### config.mk
export PLATFORM = sky130hd
export DESIGN_NAME = uart_rx_core_flat
export DESIGN_NICKNAME = d
export VERILOG_FILES = /design/src/rtl/uart_rx_core_if.sv /design/src/rtl/uart_rx_core.sv /design/src/flat_wrapper.sv
export SDC_FILE = /design/constraint.sdc
export NUM_CORES = 1
export LEC_CHECK = 0
export ABC_AREA = 1
export BUFFER_PORTS_ARGS = -buffer_cell sky130_fd_sc_hd__buf_4
export CAP_MARGIN = 15
export CORE_MARGIN = 5
export CORE_UTILIZATION = 60
export DETAILED_ROUTE_END_ITERATION = 16
export PLACE_DENSITY = 0.85
export SETUP_SLACK_MARGIN = 0.5
export SLEW_MARGIN = 20
export SYNTH_ARGS = -nofsm -noshare
export SYNTH_HDL_FRONTEND = slang
export SYNTH_SLANG_ARGS = --single-unit
### constraint.sdc
create_clock -name clk -period 4.5 [get_ports clk]
set_input_delay 0.9 -clock clk [delete_from_list [all_inputs] [get_ports clk]]
set_output_delay 0.9 -clock clk [all_outputs]
set_load 0.01 [all_outputs]
### src/rtl/uart_rx_core_if.sv
// Receive-side bus of the 8N1 UART receiver: serial line in, buffered byte and status out.
interface uart_rx_core_if #(
  parameter int DATA_BITS = 8
);
  logic                 rx;
  logic                 rd;
  logic [DATA_BITS-1:0] data_out;
  logic                 valid;
  logic                 done;
  logic                 busy;
  logic                 frame_err;
  logic                 overrun;

  modport master (
    output rx, rd,
    input  data_out, valid, done, busy, frame_err, overrun
  );

  modport slave (
    input  rx, rd,
    output data_out, valid, done, busy, frame_err, overrun
  );
endinterface

### src/rtl/uart_rx_core.sv
// 8N1 UART receiver: synchronised rx, majority vote at mid-bit, stop check,
// one-entry byte buffer with valid/rd handshake and sticky overrun.
//
// state | meaning
// IDLE  | line idle, waiting for a 1->0 edge on rx_s
// START | half a bit into the start bit, confirm it is still low
// DATA  | sample DATA_BITS data bits, LSB first
// STOP  | sample the stop bit, publish or flag the frame
// BREAK | stop bit was low, wait for the line to return high
module uart_rx_core #(
  parameter int CLKS_PER_BIT = 40,
  parameter int DATA_BITS    = 8
) (
  input  logic          clk,
  input  logic          reset,
  uart_rx_core_if.slave bus
);

  localparam int CW = $clog2(CLKS_PER_BIT);
  localparam int BW = (DATA_BITS > 1) ? $clog2(DATA_BITS) : 1;
  localparam logic [CW-1:0] HALF_TC = CW'(CLKS_PER_BIT / 2 - 1);
  localparam logic [CW-1:0] FULL_TC = CW'(CLKS_PER_BIT - 1);
  localparam logic [BW-1:0] LAST_IDX = BW'(DATA_BITS - 1);

  typedef enum logic [2:0] {
    ST_IDLE, ST_START, ST_DATA, ST_STOP, ST_BREAK
  } state_t;

  state_t               state_q, state_d;
  logic                 sync_1, rx_s;
  logic [1:0]           hist;
  logic [CW-1:0]        cnt;
  logic [BW-1:0]        bit_idx;
  logic [DATA_BITS-1:0] shift_q;
  logic                 vote, fall, tc, last_bit, rd_hit;
  logic                 cnt_load, idx_clr, shift_en, frame_ok, frame_bad;
  logic [CW-1:0]        cnt_load_val;

  // Vote window is rx_s now plus the two previous cycles.
  assign vote     = (rx_s & hist[0]) | (rx_s & hist[1]) | (hist[0] & hist[1]);
  assign fall     = hist[0] & ~rx_s;
  assign tc       = (cnt == '0);
  assign last_bit = (bit_idx == LAST_IDX);
  assign rd_hit   = bus.rd & bus.valid;
  assign bus.busy = (state_q != ST_IDLE);

  always_ff @(posedge clk or posedge reset) begin
    if (reset) begin
      sync_1 <= 1'b1;
      rx_s   <= 1'b1;
      hist   <= 2'b11;
    end else begin
      sync_1 <= bus.rx;
      rx_s   <= sync_1;
      hist   <= {hist[0], rx_s};
    end
  end

  always_ff @(posedge clk or posedge reset) begin
    if (reset) state_q <= ST_IDLE;
    else       state_q <= state_d;
  end

  always_comb begin
    state_d = state_q;
    case (state_q)
      ST_IDLE:  if (fall) state_d = ST_START;
      ST_START: if (tc) state_d = vote ? ST_IDLE : ST_DATA;
      ST_DATA:  if (tc && last_bit) state_d = ST_STOP;
      ST_STOP:  if (tc) state_d = vote ? ST_IDLE : ST_BREAK;
      ST_BREAK: if (rx_s) state_d = ST_IDLE;
      default:  state_d = ST_IDLE;
    endcase
  end

  always_comb begin
    cnt_load     = 1'b0;
    cnt_load_val = FULL_TC;
    idx_clr      = 1'b0;
    shift_en     = 1'b0;
    frame_ok     = 1'b0;
    frame_bad    = 1'b0;
    case (state_q)
      ST_IDLE: begin
        if (fall) begin
          cnt_load     = 1'b1;
          cnt_load_val = HALF_TC;
        end
      end
      ST_START: begin
        if (tc && !vote) begin
          cnt_load = 1'b1;
          idx_clr  = 1'b1;
        end
      end
      ST_DATA: begin
        if (tc) begin
          shift_en = 1'b1;
          cnt_load = 1'b1;
        end
      end
      ST_STOP: begin
        if (tc) begin
          frame_ok  = vote;
          frame_bad = ~vote;
        end
      end
      default: ;
    endcase
  end

  always_ff @(posedge clk or posedge reset) begin
    if (reset) begin
      cnt           <= '0;
      bit_idx       <= '0;
      shift_q       <= '0;
      bus.data_out  <= '0;
      bus.valid     <= 1'b0;
      bus.overrun   <= 1'b0;
      bus.done      <= 1'b0;
      bus.frame_err <= 1'b0;
    end else begin
      if (cnt_load)  cnt <= cnt_load_val;
      else if (!tc)  cnt <= cnt - CW'(1);

      if (idx_clr)       bit_idx <= '0;
      else if (shift_en) bit_idx <= bit_idx + BW'(1);

      if (shift_en) shift_q <= {vote, shift_q[DATA_BITS-1:1]};

      bus.done      <= frame_ok;
      bus.frame_err <= frame_bad;

      // A read landing on the same edge as a new byte wins over overrun.
      if (frame_ok) begin
        bus.data_out <= shift_q;
        bus.valid    <= 1'b1;
        if (rd_hit)         bus.overrun <= 1'b0;
        else if (bus.valid) bus.overrun <= 1'b1;
      end else if (rd_hit) begin
        bus.valid   <= 1'b0;
        bus.overrun <= 1'b0;
      end
    end
  end

endmodule

### src/flat_wrapper.sv
// flat-port wrapper written by rule: the top's interface ports become plain ports
module uart_rx_core_flat 
#(
  parameter int CLKS_PER_BIT = 40,
  parameter int DATA_BITS    = 8
)
  (clk, reset, bus_rx, bus_rd, bus_data_out, bus_valid, bus_done, bus_busy, bus_frame_err, bus_overrun);
  uart_rx_core_if #(.DATA_BITS(DATA_BITS)) bus_i ();
  input  logic clk;
  input  logic reset;
  input wire logic [$bits(bus_i.rx)-1:0] bus_rx;
  input wire logic [$bits(bus_i.rd)-1:0] bus_rd;
  output wire logic [$bits(bus_i.data_out)-1:0] bus_data_out;
  output wire logic [$bits(bus_i.valid)-1:0] bus_valid;
  output wire logic [$bits(bus_i.done)-1:0] bus_done;
  output wire logic [$bits(bus_i.busy)-1:0] bus_busy;
  output wire logic [$bits(bus_i.frame_err)-1:0] bus_frame_err;
  output wire logic [$bits(bus_i.overrun)-1:0] bus_overrun;
  assign bus_i.rx = bus_rx;
  assign bus_i.rd = bus_rd;
  assign bus_data_out = bus_i.data_out;
  assign bus_valid = bus_i.valid;
  assign bus_done = bus_i.done;
  assign bus_busy = bus_i.busy;
  assign bus_frame_err = bus_i.frame_err;
  assign bus_overrun = bus_i.overrun;
  uart_rx_core #(.CLKS_PER_BIT(CLKS_PER_BIT), .DATA_BITS(DATA_BITS)) u_core (.clk(clk), .reset(reset), .bus(bus_i));
endmodule
==> summary.txt <==
Outcome
  • Status: completed

Clock network
  • Clock Tree Buf Depth: 2
  • # hold bufs at CTS: 0
  • CTS clk-pin slew, worst paths: around 0.11 ns
  • Clk sink count: 36
  • CTS resizes: 0
  • Number of CTS-inserted buffers: 5
  • Postcts setup bufs: 0
  • H-tree levels: 2
  • CTS root buffer: clkbuf_4
  • CTS tree: done
  • Clk_lat worst skew: about 0.33 ns

Die
  • Die Area: between 3000 and 4000 um^2
  • Site row count: 19
  • Core area: between 2000 and 3000 um^2
  • Ports: 17
  • Die Width: 62.2 um
  • Initial core utilization: 60.8%
  • Die Ht: roughly 62 um

Worst hold path
  • Hold depth: 0
  • Worst hold path class: reg2reg

Timing
  • Final hold vios: 0
  • RSZ-0062 raised after global routing: false
  • Final setup fails: 0
  • Setup Skew: approximately 0.007 ns
  • Post-Route Setup TNS: 0 ns
  • Worst slew margin: around 71%
  • Final worst-path cycle share: approximately half
  • Worst Tran Pin Value: 0.430 ns
  • F_max: around 450 MHz
  • Tmin final: roughly 2.2 ns
  • Pins Over Slew Limit: 0

Setup path
  • Critical Path End Type: output port
  • CP Data Required Time: between 3 and 4 ns
  • Critical Path Source Type: flip-flop
  • CP Max Fanout: 5
  • Crit Path Class: reg2out
  • Worst-case reg-to-reg path depth: 9
  • Arr. time, crit path: roughly 1.3 ns

Final layout
  • Area Overhead vs Synth: 11.9%
  • ANT cells: 0
  • Final nets: approximately 210
  • Share of cells above drive strength 1: roughly 24%

Placed design
  • GP Congestion: 0.943
  • Final HPWL DP: between 2000 and 2500 um
  • IO Port Bufs: 16

Yosys
  • Synth warnings: 0
  • Main flop type after synthesis: dfrtp_1
  • Syn Std Cell Area: around 1600 um^2
  • Syn avg cell area: between 9 and 10 um^2
  • Ys async rst share: 100%
  • Synth unique cells: 23
  • #FFs+latches synth: 36
  • Syn_nets: roughly 180
  • Seq/Total Area, Yosys: between 50% and 60%
  • Number of enable flip-flop cells after synthesis: 0
  • Post-Syn Instances: about 180

Run
  • Max_cap viols: 0

Detailed routing
  • ANT nets after route: 0
  • DR WL met2: between 1000 and 1500 um
  • Met1 Wirelength: approximately 1300 um
  • Vias per inst: 5.40
  • Pre-antenna DRT Iters: 4
  • Routed WL: about 3000 um
  • DRC Markers: 0
  • DR iter-0 viols: 36
  • DR vias: about 1.2k
  • Per-cell routed wire length: about 13 um
  • Highest routed metal layer: met4
  • Metal3 WL: 149 um

Pwr
  • VDD IR max: ~0.30 mV
  • Pleak: between 0.9 and 1 nW
  • Final Power: 0.000875 W
  • Power Dens Cells: between 400 and 500 nW/um^2

Global routing
  • First-pass GRT wire length: 5410 um
  • Number of global-route vias before repair: around 1.3k
  • Overflow after GRT: 0
  • Global Route Usage Sum: between 10% and 20%
  • Antenna violations before repair: 0
  • Largest net degree at the start of global routing: 37
==> final cells by class <==
type                       count  area, um^2
sequential                    36         906
inverter                      25        93.8
multi-input combinational    113         597
timing repair buffer          17         128
clock inverter                 2        15.0
clock buffer                   6        51.3
fill                         213         857
tap                           31        38.8
==> per-layer routing <==
metal	global-route usage [%]	vias up
met2	27.5	39
met5	0	-
met4	11.1	0
met3	5.23	9
met1	20.2	598
li1	-	595
==> cells in the mapped netlist, types with 2 or more instances <==
library cell	instances	area share [%]
nor2_1	7	1.6
inv_1	24	5.5
o21ai_0	14	4.3
buf_6	2	1.4
ha_1	3	2.3
dfrtp_1	32	49
nand2_1	55	13
nand3_1	8	2.5
nor2_2	2	0.77
dfstp_2	4	6.4
nand2_2	2	0.77
o21ai_2	9	4.8
nand4_1	2	0.77
nor3_1	4	1.2
==> registers in the layout (all words and copies together), names as in the netlist, 2 cells and up <==
signal	flops
u_core.bit_idx	3
u_core.bus.data_out	8
u_core.cnt	6
u_core.hist	2
u_core.shift_q	8
u_core.state_q	3
==> logic make-up (layout without fill, tap and decap cells) <==
| group | Yosys count | after routing | share of synthesized area [%] |
|---|---|---|---|
| buf+inv | 28 | 50 | 8.04 |
| flops | 36 | 36 | 55.4 |
| compound gates | 24 | 24 | 9.42 |
| simple gates | 86 | 86 | 24.8 |
| fa+ha+maj | 3 | 3 | 2.30 |
==> cells in the final DEF, fill, tap and decap left out <==
cell type | synthesis | final
nand4_1 | 2 | 2
nand4_2 | 1 | 1
inv_1 | 24 | 24
nand3b_4 | 1 | 1
nor3_1 | 4 | 4
nand2_1 | 55 | 55
o21ai_2 | 9 | 9
ha_1 | 3 | 3
o21ai_1 | 1 | 1
nand2_2 | 2 | 2
or2_0 | 1 | 1
dfrtp_1 | 32 | 32
nand3_1 | 8 | 8
inv_2 | 1 | 1
o21ai_0 | 14 | 14
clkbuf_4 | 0 | 5
nor2_8 | 1 | 1
buf_4 | 0 | 17
nand3_2 | 1 | 1
clkinvlp_4 | 0 | 2
or2_2 | 1 | 1
dfstp_2 | 4 | 4
clkbuf_8 | 0 | 1
nor2_2 | 2 | 2
nor2_1 | 7 | 7
==> path summary, 6_finish.rpt <==
path	slack (ns)	to	from
max reg2reg	2.51	u_core.bus.data_out[3]$_DFFE_PP0P_	u_core.cnt[0]$_DFFE_PP0P_
min	0.37	u_core.rx_s$_DFF_PP1_	u_core.sync_1$_DFF_PP1_
max in group asynchronous	3.51	u_core.hist[1]$_DFF_PP1_	reset
min in group asynchronous	0.65	u_core.bus.valid$_DFFE_PP0P_	reset
max	2.28	bus_busy	u_core.state_q[0]$_DFFE_PP0P_
min reg2reg	0.37	u_core.rx_s$_DFF_PP1_	u_core.sync_1$_DFF_PP1_
==> through the flow <==
stage	instances	setup WS, ns	cell area (um^2)	utilization [%]	hold WS (ns)
global route	230	2.16	1830	68.1	0.374
detailed placement	222	2.55	1760	65.6	0.349
finish	230	2.28	1830	68.1	0.366
global placement	222	2.68	1760	65.6	0.346
floorplan	177	2.80	1630	-	0.345
CTS	230	2.28	1830	68.1	0.366
==> worst max-delay path, stage by stage, from the launching register on <==
cell	delay, ns
dfrtp_1	0.44
nor2_1	0.30
nand2_1	0.09
buf_4	0.16
==> power breakdown <==
group          switching [W]  internal (W)  total, W
sequential         0.0000506      0.000377  0.000428
combinational       0.000166     0.0000962  0.000262
clock               0.000110     0.0000759  0.000185
Note: power is estimated with default switching activity, not from simulation.
